$ cat src/rtl/mem_arb_pkg.sv
// Shared types for the fetch/memory-stage RAM arbiter: sequencer states and
// the read-return tag that tells the cycle after issue who owns ram_rdata.
package mem_arb_pkg;

    localparam int WORD_W = 16;

    typedef enum logic {
        IDLE  = 1'b0,
        BEAT1 = 1'b1
    } arb_state_e;

    typedef enum logic [2:0] {
        TAG_NONE   = 3'd0,
        TAG_FETCH  = 3'd1,
        TAG_MEM    = 3'd2,
        TAG_MEM_HI = 3'd3,
        TAG_MEM_LO = 3'd4
    } rtag_e;

endpackage

$ cat src/rtl/mem_port_arbiter.sv
// Shares one synchronous single-port RAM between instruction fetch and the
// memory stage; memory stage wins, 32-bit PC push/pop is split into two beats.
module mem_port_arbiter
    import mem_arb_pkg::*;
#(
    parameter int ADDR_W = 16
) (
    input  logic              clk,
    input  logic              rst,

    input  logic              fetch_req,
    input  logic [ADDR_W-1:0] fetch_addr,
    output logic              fetch_gnt,
    output logic              fetch_rvalid,
    output logic [WORD_W-1:0] fetch_rdata,

    input  logic              mem_req,
    input  logic              mem_we,
    input  logic              mem_wide,
    input  logic [ADDR_W-1:0] mem_addr,
    input  logic [31:0]       mem_wdata,
    output logic              mem_stall,
    output logic              mem_done,
    output logic              mem_rvalid,
    output logic [WORD_W-1:0] mem_rdata,
    output logic              pc_hi_wr,
    output logic              pc_lo_wr,

    output logic              ram_en,
    output logic              ram_we,
    output logic [ADDR_W-1:0] ram_addr,
    output logic [WORD_W-1:0] ram_wdata,
    input  logic [WORD_W-1:0] ram_rdata
);

    arb_state_e        state_q, state_d;
    rtag_e             tag_q, tag_d;
    logic [ADDR_W-1:0] addr_q, addr_d;
    logic [WORD_W-1:0] wdata_q, wdata_d;
    logic              we_q, we_d;

    always_comb begin
        state_d   = state_q;
        tag_d     = TAG_NONE;
        addr_d    = addr_q;
        wdata_d   = wdata_q;
        we_d      = we_q;
        ram_en    = 1'b0;
        ram_we    = 1'b0;
        ram_addr  = '0;
        ram_wdata = '0;
        fetch_gnt = 1'b0;
        mem_stall = 1'b0;
        mem_done  = 1'b0;

        // Nothing reaches the RAM while reset is held, even with requests pending.
        if (!rst) begin
            case (state_q)
                IDLE: begin
                    if (mem_req) begin
                        ram_en   = 1'b1;
                        ram_we   = mem_we;
                        ram_addr = mem_addr;
                        if (mem_wide) begin
                            ram_wdata = mem_wdata[31:16];
                            addr_d    = mem_addr + ADDR_W'(1);
                            wdata_d   = mem_wdata[15:0];
                            we_d      = mem_we;
                            mem_stall = 1'b1;
                            state_d   = BEAT1;
                            tag_d     = mem_we ? TAG_NONE : TAG_MEM_HI;
                        end else begin
                            ram_wdata = mem_wdata[15:0];
                            mem_done  = 1'b1;
                            tag_d     = mem_we ? TAG_NONE : TAG_MEM;
                        end
                    end else if (fetch_req) begin
                        ram_en    = 1'b1;
                        ram_addr  = fetch_addr;
                        fetch_gnt = 1'b1;
                        tag_d     = TAG_FETCH;
                    end
                end
                BEAT1: begin
                    // Second half runs unconditionally; requesters are ignored here.
                    ram_en    = 1'b1;
                    ram_we    = we_q;
                    ram_addr  = addr_q;
                    ram_wdata = wdata_q;
                    mem_done  = 1'b1;
                    state_d   = IDLE;
                    tag_d     = we_q ? TAG_NONE : TAG_MEM_LO;
                end
                default: state_d = IDLE;
            endcase
        end
    end

    always_ff @(posedge clk or posedge rst) begin
        if (rst) begin
            state_q <= IDLE;
            tag_q   <= TAG_NONE;
            addr_q  <= '0;
            wdata_q <= '0;
            we_q    <= 1'b0;
        end else begin
            state_q <= state_d;
            tag_q   <= tag_d;
            addr_q  <= addr_d;
            wdata_q <= wdata_d;
            we_q    <= we_d;
        end
    end

    assign fetch_rvalid = (tag_q == TAG_FETCH);
    assign mem_rvalid   = (tag_q == TAG_MEM) || (tag_q == TAG_MEM_HI) || (tag_q == TAG_MEM_LO);
    assign pc_hi_wr     = (tag_q == TAG_MEM_HI);
    assign pc_lo_wr     = (tag_q == TAG_MEM_LO);

    assign fetch_rdata  = ram_rdata;
    assign mem_rdata    = ram_rdata;

endmodule

$ cat config.mk
export PLATFORM = sky130hd
export DESIGN_NAME = mem_port_arbiter
export DESIGN_NICKNAME = d
export VERILOG_FILES = /design/src/rtl/mem_arb_pkg.sv /design/src/rtl/mem_port_arbiter.sv
export SDC_FILE = /design/constraint.sdc
export NUM_CORES = 1
export LEC_CHECK = 0
export BUFFER_PORTS_ARGS = -buffer_cell sky130_fd_sc_hd__buf_2
export CORE_MARGIN = 3
export CORE_UTILIZATION = 45
export DETAILED_ROUTE_END_ITERATION = 16
export GPL_ROUTABILITY_DRIVEN = 0
export GPL_TIMING_DRIVEN = 0
export PLACE_DENSITY_LB_ADDON = 0.15
export SETUP_SLACK_MARGIN = 0.3
export SLEW_MARGIN = 20
export SYNTH_ARGS = -nofsm -noshare
export SYNTH_HDL_FRONTEND = slang
export SYNTH_SLANG_ARGS = --single-unit
$ cat constraint.sdc
create_clock -name clk -period 2.3 [get_ports clk]
set_clock_uncertainty 0.05 [all_clocks]
set_input_delay 0.46 -clock clk [delete_from_list [all_inputs] [get_ports clk]]
set_output_delay 0.46 -clock clk [all_outputs]
set_load 0.03 [all_outputs]
Yosys cells after proc, flatten, opt, wreduce, memory -nomap -nowiden --
Cells that the tools add are included.
Storage, ports and cells: output and inout bits 73, memories kept 0, memory bits (writable) 0, ROM bits 0, word-level logic and storage cells 50, bits in latches 0, input port bits 86, register bits after elaboration 37
Cells by class: reduce and logical (&&, ||, !) cells 3, divide/modulo/power cells 0, multiplexer cells 35, order comparisons 0, bitwise operators 2, eq/ne operators 4, multipliers 0, shift operators 0, add/sub/neg operators 1
Operator list (count):
- $mux W16 | 6
- $pmux W16 S2 | 2
- $add A16 B1 Y16 const B | 1
- $mux W1 | 16
- $mux W3 | 3
- $pmux W1 S2 | 4
- $eq A3 B2 Y1 const B | 2
- $mux W2 | 3
- $pmux W3 S2 | 1
- $reduce_and A4 Y1 | 1
- $eq A3 B1 Y1 const B | 1
- $eq A3 B3 Y1 const B | 1
- $logic_or A1 B1 Y1 | 2
- $not A1 Y1 | 2

Logic depth before layout (Yosys ltp) --
Gate-level depths: netlist of run 1.
depth after elaboration 5, depth in mapped cells 7, depth with buffers taken out 5

Worst setup path before layout of run 1 --
Ideal clock, no wire load.
path type input to output, from input port fetch_req, to output port ram_addr[10], setup slack 33 ps, data required time 1790 ps, stages on the path 5, path buffers 2, arrival 1757 ps, path through nor2b_1 -> clkbuf_1 -> buf_2 -> a221oi_1 -> nor3_1
On the way: longest elaborated chain between the ends 4
Ends and longest elaborated chain:
- from (decl) | line mem_port_arbiter.sv:11 | input logic fetch_req,
- $mux W16 | line mem_port_arbiter.sv:77 | end else if (fetch_req) begin
- $mux W16 | line mem_port_arbiter.sv:60 | if (mem_req) begin
- $pmux W16 S2 | line mem_port_arbiter.sv:58 | case (state_q)
- $mux W16 | line mem_port_arbiter.sv:57 | if (!rst) begin
- to (decl) | line mem_port_arbiter.sv:31 | output logic [ADDR_W-1:0] ram_addr,
No other way between the ends.

Worst setup path after layout of run 1 --
from input port fetch_req, to output port ram_addr[14]
Same word-level chain as after synthesis.

==> results of run 1 <==
## per-layer routing
metal | track usage, % | part of all wire, % | vias up | routed length [um]
li1 | - | - | 1372 | -
met1 | 27.8 | 41 | 1397 | 3550
met2 | 41.0 | 51 | 112 | 4430
met4 | 5.70 | 1.2 | 0 | 108
met3 | 5.13 | 6.8 | 12 | 587
met5 | 0 | 0 | - | 0
## flip-flops by register name (all words and copies together), names as in the netlist
| name | count |
|---|---|
| addr_q | 16 |
| wdata_q | 16 |
| we_q | 1 |
| state_q | 1 |
| tag_q | 3 |
## power by group
part	internal (W)	switching, W	total [W]
Combinational	0.000443	0.000512	0.000955
Clock	0.000216	0.000237	0.000453
Sequential	0.000784	0.0000772	0.000861
## layout by cell type (no fill, tap or decap), types with 8 or more instances in the layout
cell type    n
xnor2_1     13
clkbuf_4     8
mux2_1       8
mux2_2      26
a221oi_2    10
buf_2      118
nand2_1      8
buf_4       66
a22oi_1     10
nor3_2      16
a21oi_1     17
nor2b_1     16
dfrtp_1     37
nor2_1      38
## path summary, 6_finish.rpt
kind,slack (ps),from,endpoint,cells after the start
worst max-delay path,220,fetch_req,ram_addr[14],7
worst min-delay path,310,mem_we,tag_q[1],2
min in group asynchronous,600,rst,wdata_q[13],4
max in group asynchronous,1160,rst,wdata_q[2],5
worst max register to register,700,state_q,addr_q[8],8
worst min register to register,430,we_q,tag_q[2],1
## layout make-up
type | instances | area (um^2) | area share [%]
multi-input combinational | 205 | 1750 | 40.3
inverter | 6 | 25.0 | 0.576
clock buffer | 8 | 80.1 | 1.84
buffer | 54 | 472 | 10.9
tap | 72 | 90.1 | 2.07
timing repair buffer | 158 | 1000 | 23.1
sequential | 37 | 926 | 21.3
## kinds of logic (layout without fill, tap and decap cells)
kind of cell | after synthesis | in the layout
buffers and inverters | 60 | 226
xor gates and xnor gates | 14 | 14
AOI/OAI and AO/OA | 51 | 51
muxes | 34 | 34
DFF | 37 | 37
and+or+nand+nor | 105 | 105
adders and majority gates | 1 | 1
## metrics by stage
stage               instance area, um^2  hold WS, ps  total power, W  TNS (ps)
floorplan                          2830          378         0.00141         0
global placement                   3620          390         0.00163    -14830
detailed placement                 3650          411         0.00166     -1930
CTS                                3990          296         0.00218         0
global route                       4340          295         0.00238         0
finish                             4340          306         0.00227         0
## timing repair
action / CTS / global route
resized for setup: 64 / 56
gates cloned: 0 / 4
buffers inserted: 5 / 7
pin swaps: 9 / 8
setup endpoints to repair: 36 / 36
hold buffers: 0 / 0
==> metrics.txt, run 1 <==
via count 2893; most numerous cell in the Yosys netlist nor2_1; Iter 0 DRT Violations 162; DIE AREA 7060 um^2; Netlist cell types 32; async set or reset register ratio after synthesis 100%; Period Utilization, post-route 90.4%; number of synthesized flops with an enable pin 0; CTS clk-pin slew, worst paths 70 ps; Area Growth Syn to Fin 58.5%; PortBufs 141; TritonCTS clock tree yes; Post-Syn Nets 389; final net count 554; # diodes 0; Initial Util 48.0%; Hold WC Path Type primary input to flip-flop; run status complete, no violations; Vias/cell 5.36; sequential area share after synthesis 33.8%; Required @ worst endpoint 1790 ps; core area 5710 um^2; CTS root buf clkbuf_8; adder-cell share of the synthesized area 0.457%; mux contribution to synthesized area 14.0%; Post-Syn Instances 302; CP max stage cell a221oi_2; grt total ovfl 0; yosys warns 0; Detailed Route WL 8670 um; Worst-Margin Slew 682 ps; commonest cells in the synthesized netlist nor2_1 (39), dfrtp_1 (37), buf_4 (33); Finished Core Util 76.1%; number of I/O pins 159; largest family of logic cells by synthesized area simple AND/OR/NAND/NOR gates; Num CTS Buffers 5; Mapped Avg Cell Area 9.07 um^2; Rel. slew slack 54.6%; final setup violation count 0; WL/cell 16.1 um; DRC viols 0; Synth top area share 33.8%; Final Worst Setup Slack 221 ps; Max VDD drop 0.000408 V; max-slew violation count 0; cell leakage power 2.03 nW; Worst EP arrival 1570 ps; largest net degree at the start of global routing 23; Worst-Skew Late Latency 290 ps; drt pass-1 iters 4; final hold violation count 0; number of global-route vias before repair 2766; FMAX 0.481 GHz; DP HPWL 6170 um; clk sinks 37; final worst path period need 2080 ps; layout cell share with drive strength beyond 1 63.0%; RSZ-0062 raised after global routing true; Post-Layout Cell Count 540; first-pass GRT wire length 13300 um; Inst Count DP 516; Clock Tree Buf Depth 2; All-Layer GR Usage 23.0%; dpl ws -139 ps; number of core rows 27; Pwr Density 522 nW/um^2; xor and xnor area share after synthesis 4.47%; Detail Route Antenna Nets 0; Top FF cell, synth dfrtp_1; die span in x 84.0 um; dominant cell type by area after synthesis dfrtp_1; initial antenna violation count 0; Largest delay share family, worst path buffers and inverters; Yosys reg bits 37; CP cell instances buf_2 > nor2b_4 > buf_8 > clkbuf_16 > a221oi_2 > nor3_2 > buf_4; die height 84.0 um; CP Max Fanout 5; CP max stage delay 280 ps; post-synthesis simple-gate area fraction 20.7%; Synth area leaders dfrtp_1 (34%), mux2_2 (11%), buf_4 (9.0%), nor2_1 (5.3%), a221oi_1 (5.1%); Synth Cell Area 2740 um^2; H-tree depth 2; kind of critical path primary input to output port; endpoint class of the critical path output port; Max Cap Viol 0; compound-cell area share of the yosys netlist 13.2%; # fillers 405; CP Buf/Inv Count 4; Startpoint Class primary input
No activity file was read; power rests on OpenSTA's default activity.
==> inputs of run 2 (changes only) <==
--- a/config.mk
+++ b/config.mk
@@ -7,7 +7,7 @@
 export LEC_CHECK = 0
 export BUFFER_PORTS_ARGS = -buffer_cell sky130_fd_sc_hd__buf_2
 export CORE_MARGIN = 3
-export CORE_UTILIZATION = 45
+export CORE_UTILIZATION = 40
 export DETAILED_ROUTE_END_ITERATION = 16
 export GPL_ROUTABILITY_DRIVEN = 0
 export GPL_TIMING_DRIVEN = 0
==> constraint.sdc (replaced) <==
create_clock -name clk -period 1.7 [get_ports clk]
set_clock_uncertainty 0.05 [all_clocks]
set_input_delay 0.34 -clock clk [delete_from_list [all_inputs] [get_ports clk]]
set_output_delay 0.34 -clock clk [all_outputs]
set_load 0.03 [all_outputs]
==> metrics.txt, run 2 (same netlist as run 1, synthesis figures left out) <==
Pwr Density 697 nW/um^2 (was 522 nW/um^2); CTS clk-pin slew, worst paths 80 ps (was 70 ps); final worst path period need 1960 ps; die height 88.8 um (was 84.0 um); number of core rows 29 (was 27); Period Utilization, post-route 115%; largest net degree at the start of global routing 38 (was 23); Pwr Total 0.00359 W (was 0.00227 W); Worst EP arrival 1570 ps (about the same); commonest non-fill, non-tap cell in the layout buf_2 (unchanged); via count 2978 (was 2893); All-Layer GR Usage 23.7% (was 23.0%); Hold WC Path Type primary input to flip-flop (unchanged); CTS root buf clkbuf_8 (unchanged); Post-Layout Cell Count 550 (was 540); cts-stage hold buffer count 0 (unchanged); Worst-Skew Late Latency 290 ps (about the same); Startpoint Class flip-flop (was primary input); run status finished with violations (was complete, no violations); Detail Route Antenna Nets 0 (unchanged); clk sinks 37 (unchanged); dpl ws -337 ps (was -139 ps); Clock Tree Buf Depth 2 (unchanged); # fillers 385 (was 405); kind of critical path flip-flop to output port (was primary input to output port); failing checks setup timing; layout cell share with drive strength beyond 1 77.2% (was 63.0%); Num CTS Buffers 5 (unchanged); first-pass GRT wire length 14500 um (was 13300 um); DP HPWL 6280 um (was 6170 um); Max VDD drop 0.000524 V (was 0.000408 V); number of I/O pins 159 (unchanged); drt pass-1 iters 4 (unchanged); DRC viols 0 (unchanged); Detailed Route WL 9930 um (was 8670 um); cell leakage power 2.24 nW (was 2.03 nW); initial antenna violation count 0 (unchanged); TritonCTS clock tree yes (unchanged); Initial Util 42.2% (was 48.0%); Vias/cell 5.41 (was 5.36); biggest regs addr_q: 16 flops, wdata_q: 16 flops, tag_q: 3 flops (unchanged); Final Worst Setup Slack -255 ps (was 221 ps); Inst Count DP 520 (was 516); PortBufs 141 (unchanged); endpoint class of the critical path output port (unchanged); final net count 559 (was 554); Required @ worst endpoint 1310 ps (was 1790 ps); Max Cap Viol 0 (unchanged); DIE AREA 7880 um^2 (was 7060 um^2); Worst R2R Setup Slack -80 ps (was 700 ps); # diodes 0 (unchanged); Rel. slew slack 43.5% (was 54.6%); H-tree depth 2 (unchanged); CP Max Fanout 5 (unchanged); Iter 0 DRT Violations 107 (was 162); WL/cell 18.1 um (was 16.1 um); core area 6490 um^2 (was 5710 um^2); number of global-route vias before repair 2921 (was 2766); max-slew violation count 0 (unchanged); RSZ-0062 raised after global routing true (unchanged); final hold violation count 0 (unchanged); final setup violation count 45 (was 0); die span in x 88.8 um (was 84.0 um); Area Growth Syn to Fin 88.1% (was 58.5%); most frequent cells in the layout buf_2 (100), buf_4 (59), dfrtp_1 (36) (was buf_2 (118), buf_4 (66), nor2_1 (38)); FMAX 0.511 GHz; CP max stage cell dfrtp_1 (was a221oi_2); grt total ovfl 0 (unchanged); CP cell instances nor2b_1 > clkbuf_8 > buf_8 > a22oi_1 > nor2_1 > buf_4 (was buf_2 > nor2b_4 > buf_8 > clkbuf_16 > a221oi_2 > nor3_2 > buf_4); CP max stage delay 410 ps (was 280 ps); Worst-Margin Slew 846 ps (was 682 ps)
==> run 2: worst paths after layout <==
| kind | start | to | cells after the start |
|---|---|---|---|
| max in group asynchronous | rst | tag_q[1] | 4 |
| setup / recovery | state_q | ram_wdata[13] | 6 |
| setup reg to reg | state_q | wdata_q[8] | 9 |
| hold / removal | mem_we | tag_q[1] | 2 |
| hold reg to reg | we_q | tag_q[2] | 1 |
| min in group asynchronous | rst | wdata_q[8] | 4 |
==> run 2: critical path, delay by kind of cell (launching register included) <==
family          cells  cell delay, ps
buf+inv             3             490
compound gates      1              80
flops               1             410
simple gates        2             290
==> run 2: cell type report <==
type | count | area [um^2] | area share, %
Multi-Input combinational cell | 205 | 2210 | 43.0
Timing Repair Buffer | 163 | 1220 | 23.6
Sequential cell | 37 | 927 | 18.0
Buffer | 54 | 562 | 10.9
Clock buffer | 7 | 96.3 | 1.87
Tap cell | 77 | 96.3 | 1.87
Inverter | 6 | 33.8 | 0.655
Clock inverter | 1 | 5.00 | 0.0971
==> run 2: report_power, final <==
| part | switching, W | internal [W] | total (W) |
|---|---|---|---|
| sequential | 0.000163 | 0.00106 | 0.00122 |
| clock | 0.000339 | 0.000367 | 0.000706 |
| combinational | 0.000826 | 0.000837 | 0.00166 |
| total | 0.00133 | 0.00227 | 0.00359 |
==> run 2: metrics by stage <==
| step | hold WS [ps] | TNS (ps) | util [%] | cell area [um^2] |
|---|---|---|---|---|
| floorplan | 356 | 0 | - | 3290 |
| global placement | 402 | -10960 | 63.0 | 4090 |
| detailed placement | 403 | -11660 | 63.0 | 4090 |
| CTS | 191 | -4520 | 76.7 | 4980 |
| global route | 201 | -10110 | 79.3 | 5150 |
| finish | 182 | -6790 | 79.3 | 5150 |
==> run 2: what timing repair did <==
| action | in CTS | in global routing |
|---|---|---|
| gates resized for setup | 170 | 17 |
| setup buffers | 14 | 2 |
| pin swaps | 15 | 15 |
| endpoints found under the setup margin | 108 | 111 |
| endpoints found under the hold margin | 0 | 0 |
| gates cloned | 3 | 3 |
==> run 2: routing by layer <==
metal  track usage (%)  share of wire [%]  up-vias
met2              41.5                 51      124
met5                 0                  0        -
met4              7.14                1.4        0
li1                  -                  -     1388
met3              4.75                6.5       16
met1              29.4                 41     1450
